`config.mk`:
```
export PLATFORM = sky130hd
export DESIGN_NAME = rom_fetch_arbiter
export DESIGN_NICKNAME = d
export VERILOG_FILES = /design/src/rtl/rom_fetch_arbiter.sv
export SDC_FILE = /design/constraint.sdc
export NUM_CORES = 1
export LEC_CHECK = 0
export ABC_AREA = 1
export BUFFER_PORTS_ARGS = -buffer_cell sky130_fd_sc_hd__buf_2
export CORE_AREA = 3 3 77 79
export CTS_CLUSTER_DIAMETER = 60
export CTS_CLUSTER_SIZE = 24
export DETAILED_ROUTE_END_ITERATION = 7
export DIE_AREA = 0 0 80 82
export PLACE_DENSITY_LB_ADDON = 0.12
export SYNTH_ARGS = -nofsm -noshare
export SYNTH_HDL_FRONTEND = slang
export SYNTH_SLANG_ARGS = --single-unit
```
`constraint.sdc`:
```
create_clock -name clk -period 3 [get_ports clk]
set_input_delay 0.6 -clock clk [delete_from_list [all_inputs] [get_ports clk]]
set_output_delay 0.6 -clock clk [all_outputs]
set_load 0.01 [all_outputs]
```
`src/rtl/rom_fetch_arbiter.sv`:
```
// Arbitrates the single-port instruction ROM between the IF fetch port and the
// MEM-stage load port. Responses return one cycle after the grant.
module rom_fetch_arbiter #(
    parameter int ADDR_W     = 32,
    parameter int DATA_W     = 32,
    parameter int STARVE_MAX = 3
) (
    input  logic              clk,
    input  logic              rst,
    input  logic              if_req_i,
    input  logic [ADDR_W-1:0] if_addr_i,
    output logic              if_gnt_o,
    output logic              if_rvalid_o,
    output logic [DATA_W-1:0] if_rdata_o,
    input  logic              ls_req_i,
    input  logic [ADDR_W-1:0] ls_addr_i,
    output logic              ls_gnt_o,
    output logic              ls_rvalid_o,
    output logic [DATA_W-1:0] ls_rdata_o,
    input  logic              flush_i,
    output logic              rom_ce_o,
    output logic [ADDR_W-1:0] rom_addr_o,
    input  logic [DATA_W-1:0] rom_data_i,
    output logic              stall_req_o
);

    typedef enum logic [1:0] {
        OWN_NONE = 2'd0,
        OWN_IF   = 2'd1,
        OWN_LS   = 2'd2
    } owner_e;

    localparam logic [3:0] STARVE_LIM = 4'(STARVE_MAX);

    owner_e     owner_q, owner_d;
    logic [3:0] starve_cnt_q, starve_cnt_d;
    logic       if_wins;

    always_comb begin
        // LS has priority unless IF has been denied STARVE_MAX times in a row
        if_wins     = if_req_i & (~ls_req_i | (starve_cnt_q == STARVE_LIM));
        if_gnt_o    = if_wins & ~rst;
        ls_gnt_o    = ls_req_i & ~if_wins & ~rst;
        rom_ce_o    = if_gnt_o | ls_gnt_o;
        stall_req_o = if_req_i & ~if_gnt_o & ~rst;

        rom_addr_o = '0;
        if (if_gnt_o) begin
            rom_addr_o = if_addr_i;
        end else if (ls_gnt_o) begin
            rom_addr_o = ls_addr_i;
        end

        starve_cnt_d = starve_cnt_q;
        if (!if_req_i || if_gnt_o) begin
            starve_cnt_d = '0;
        end else if (starve_cnt_q != STARVE_LIM) begin
            starve_cnt_d = starve_cnt_q + 4'd1;
        end

        owner_d = OWN_NONE;
        if (if_gnt_o) begin
            owner_d = flush_i ? OWN_NONE : OWN_IF;
        end else if (ls_gnt_o) begin
            owner_d = OWN_LS;
        end
    end

    always_ff @(posedge clk or posedge rst) begin
        if (rst) begin
            owner_q      <= OWN_NONE;
            starve_cnt_q <= '0;
        end else begin
            owner_q      <= owner_d;
            starve_cnt_q <= starve_cnt_d;
        end
    end

    always_comb begin
        if_rvalid_o = (owner_q == OWN_IF) & ~flush_i;
        ls_rvalid_o = (owner_q == OWN_LS);
        if_rdata_o  = if_rvalid_o ? rom_data_i : '0;
        ls_rdata_o  = ls_rvalid_o ? rom_data_i : '0;
    end

endmodule

```
==> impl_metrics.ini <==
[clock_network]
cts_max_level = 1
cts_tree = built
cts_hold_buf = 0
root_buffer = clkbuf_8
cts_setup_buffers = 0
cts.clk_slew.worst_paths_ps = 40
clock_latency_ps = 220
clock-sinks = 6
numCtsBuffers = 3
clk_path_buf_depth = 2
cts_resized = 0

[yosys]
synth-simple-area-share = 0.6389
synth.avg_cell_area_sq_um = 5.028
synth_top_cell_by_area = nor2_1
ys_seq_elements = 6
async_flop_share = 1.000
synthMuxAreaShare = 0
synthXorXnorAreaFrac = 0.006548
netlist_instances = 266
syn-cell-area_sq_um = 1338
synth-edff-count = 0
synth_top_family_by_area = simple AND/OR/NAND/NOR gates
synth_cell_types = 17
synth_most_common_cell = nor2_1
synth_commonest_cells = 73 x nor2_1, 44 x inv_1, 44 x nand2_1
synth_top_area_frac = 0.2049
ys_seq_area_frac = 0.1123
synthesis.yosys.warnings = 0
synth-compound-area-share = 0.01310
yosys_most_used_dff = dfrtp_1
synthAdderAreaFrac = 0.009355
synthTopCellsByArea = nor2_1 20%, nand4_1 15%, nand3_1 13%
syn_nets = 368

[die]
io_pins = 203
die_y_um = 82
die_x_um = 80
initial_core_util = 0.2475
die_area_sq_um = 6560
rows = 27
coreArea_sq_um = 5405

[power]
max-vdd-ir-drop_v = 0.00009955
powerDensity_nw_per_um2 = 200.4
power_w = 0.0004813
p_leak_nw = 1.782

[worst_setup_path]
cp.arrival_ps = 1950
reg2reg_setup_slack_ps = 1320
path_max_fanout = 35
r2r_end = owner_q[1]
start_kind = register
required_ps = 2400
cp-endpoint = ls_gnt_o
regToRegStartpoint = starve_cnt_q[0]
criticalPathCategory = reg -> out
r2r_cells = 6
startpoint = starve_cnt_q[0]
worstSetupEndpointType = primary output

[placed_design]
hpwl_um = 5019
gp_congestion = 0.7790
io_buffers = 202
dp_cells = 522

[sta]
fin_crit_sh = 0.8512
final_max_slew_viol_count = 0
fin_worst_hold_slack_ps = 554.4
rsz0062_at_grt = false
fin_tns_setup_ps = 0
period_needed_ps = 2554
relSlewSlack = 0.3978
max_freq_mhz = 391.6
setup_viol = 0
tightest_slew_ps = 902.3
skew_ps = 3.046
hold_viol_final = 0

[drt]
ant_nets = 0
avgViaCountPerCell = 4.455
drt_iter0_markers = 47
routed_wirelength_um = 6149
wl_per_cell_um = 11.71
vias = 2339
drc = 0
dr.pass1.iters = 4

[layout]
fill_cells = 590
final_cells = 525
syn_to_final_growth_pct = 79.51
antenna_cells = 0
drive_gt1_frac = 0.4768
final_util = 0.4442
layout.nets = 557

[grt]
grt-ovfl-total = 0
grt_pass1_vias = 1928
grt_usage = 0.1622
grt_max_degree = 37
grt_first_pass_wirelength_um = 8631
antenna_found_initial = 1

[run]
max_cap_viol_count = 0

[worst_hold_path]
worstHoldPathType = in -> reg
hold_path_depth = 2

[outcome]
status = complete, no violations
## layout by cell type (no fill, tap or decap), types with 2 or more instances in the layout
cell | synthesis | layout
nand3_1 | 35 | 35
buf_2 | 13 | 202
dfrtp_1 | 6 | 6
nor2_1 | 73 | 73
nand4_1 | 32 | 32
buf_4 | 0 | 3
inv_1 | 44 | 44
inv_2 | 2 | 2
nand2_4 | 2 | 2
nand2_1 | 44 | 44
clkbuf_8 | 0 | 3
## area by class of cell
cell class,instances,area (sq um),area share
clock buffers,3,41.29,0.01720
inverters,46,172.7,0.07191
multi-input cells,192,893.4,0.3721
flip-flops and latches,6,150.1,0.06253
well taps,72,90.09,0.03752
repair buffers,206,1054,0.4388
## kinds of logic after synthesis
| family | after synthesis |
|---|---|
| flip-flops | 6 |
| buffers and inverters | 68 |
| AO/OA/AOI/OAI | 2 |
| AND/OR/NAND/NOR | 188 |
| adder cells (fa/ha/maj) | 1 |
| XOR/XNOR | 1 |
## how the worst min path moves through the flow
stage / startpoint / end / slack, ps
detailed placement: starve_cnt_q[3] / starve_cnt_q[3] / 560
floorplan: starve_cnt_q[3] / starve_cnt_q[3] / 520
global placement: starve_cnt_q[3] / starve_cnt_q[3] / 550
global route: flush_i / owner_q[0] / 560
CTS: flush_i / owner_q[0] / 550
finish: flush_i / owner_q[0] / 550
## through the flow
stage	cell area (sq um)	setup WS, ps
2_1_floorplan	1338	1105
3_3_place_gp	2360	660.4
3_5_place_dp	2360	651.4
4_1_cts	2401	404.2
5_1_grt	2401	265.2
6_report	2401	446.4
## flip-flops by register name, summed over array words and instances, names as in the netlist
register / count
owner_q: 2
starve_cnt_q: 4
## power by group
group          switching [W]  internal [W]   total, W  leakage (nW)
registers         0.00000378     0.0000864  0.0000901        0.0808
clock network      0.0000325     0.0000860   0.000118        0.0216
logic               0.000156      0.000117   0.000273          1.68
## critical path, cell delays in order (launching register included)
cell	delay, ps
dfrtp_1	390
ha_1	240
nand2_2	140
nand2_4	220
nand2_4	370
nand2_1	120
nor2_1	90
buf_2	140
## metal layers
metal	global-route usage	vias to the layer above	part of all wire
met1	0.1717	991	0.36
met5	0	-	0.0021
met4	0.06250	2	0.016
li1	-	1209	-
met3	0.03947	11	0.12
met2	0.3079	126	0.50
(Power assumes the default switching activity.)
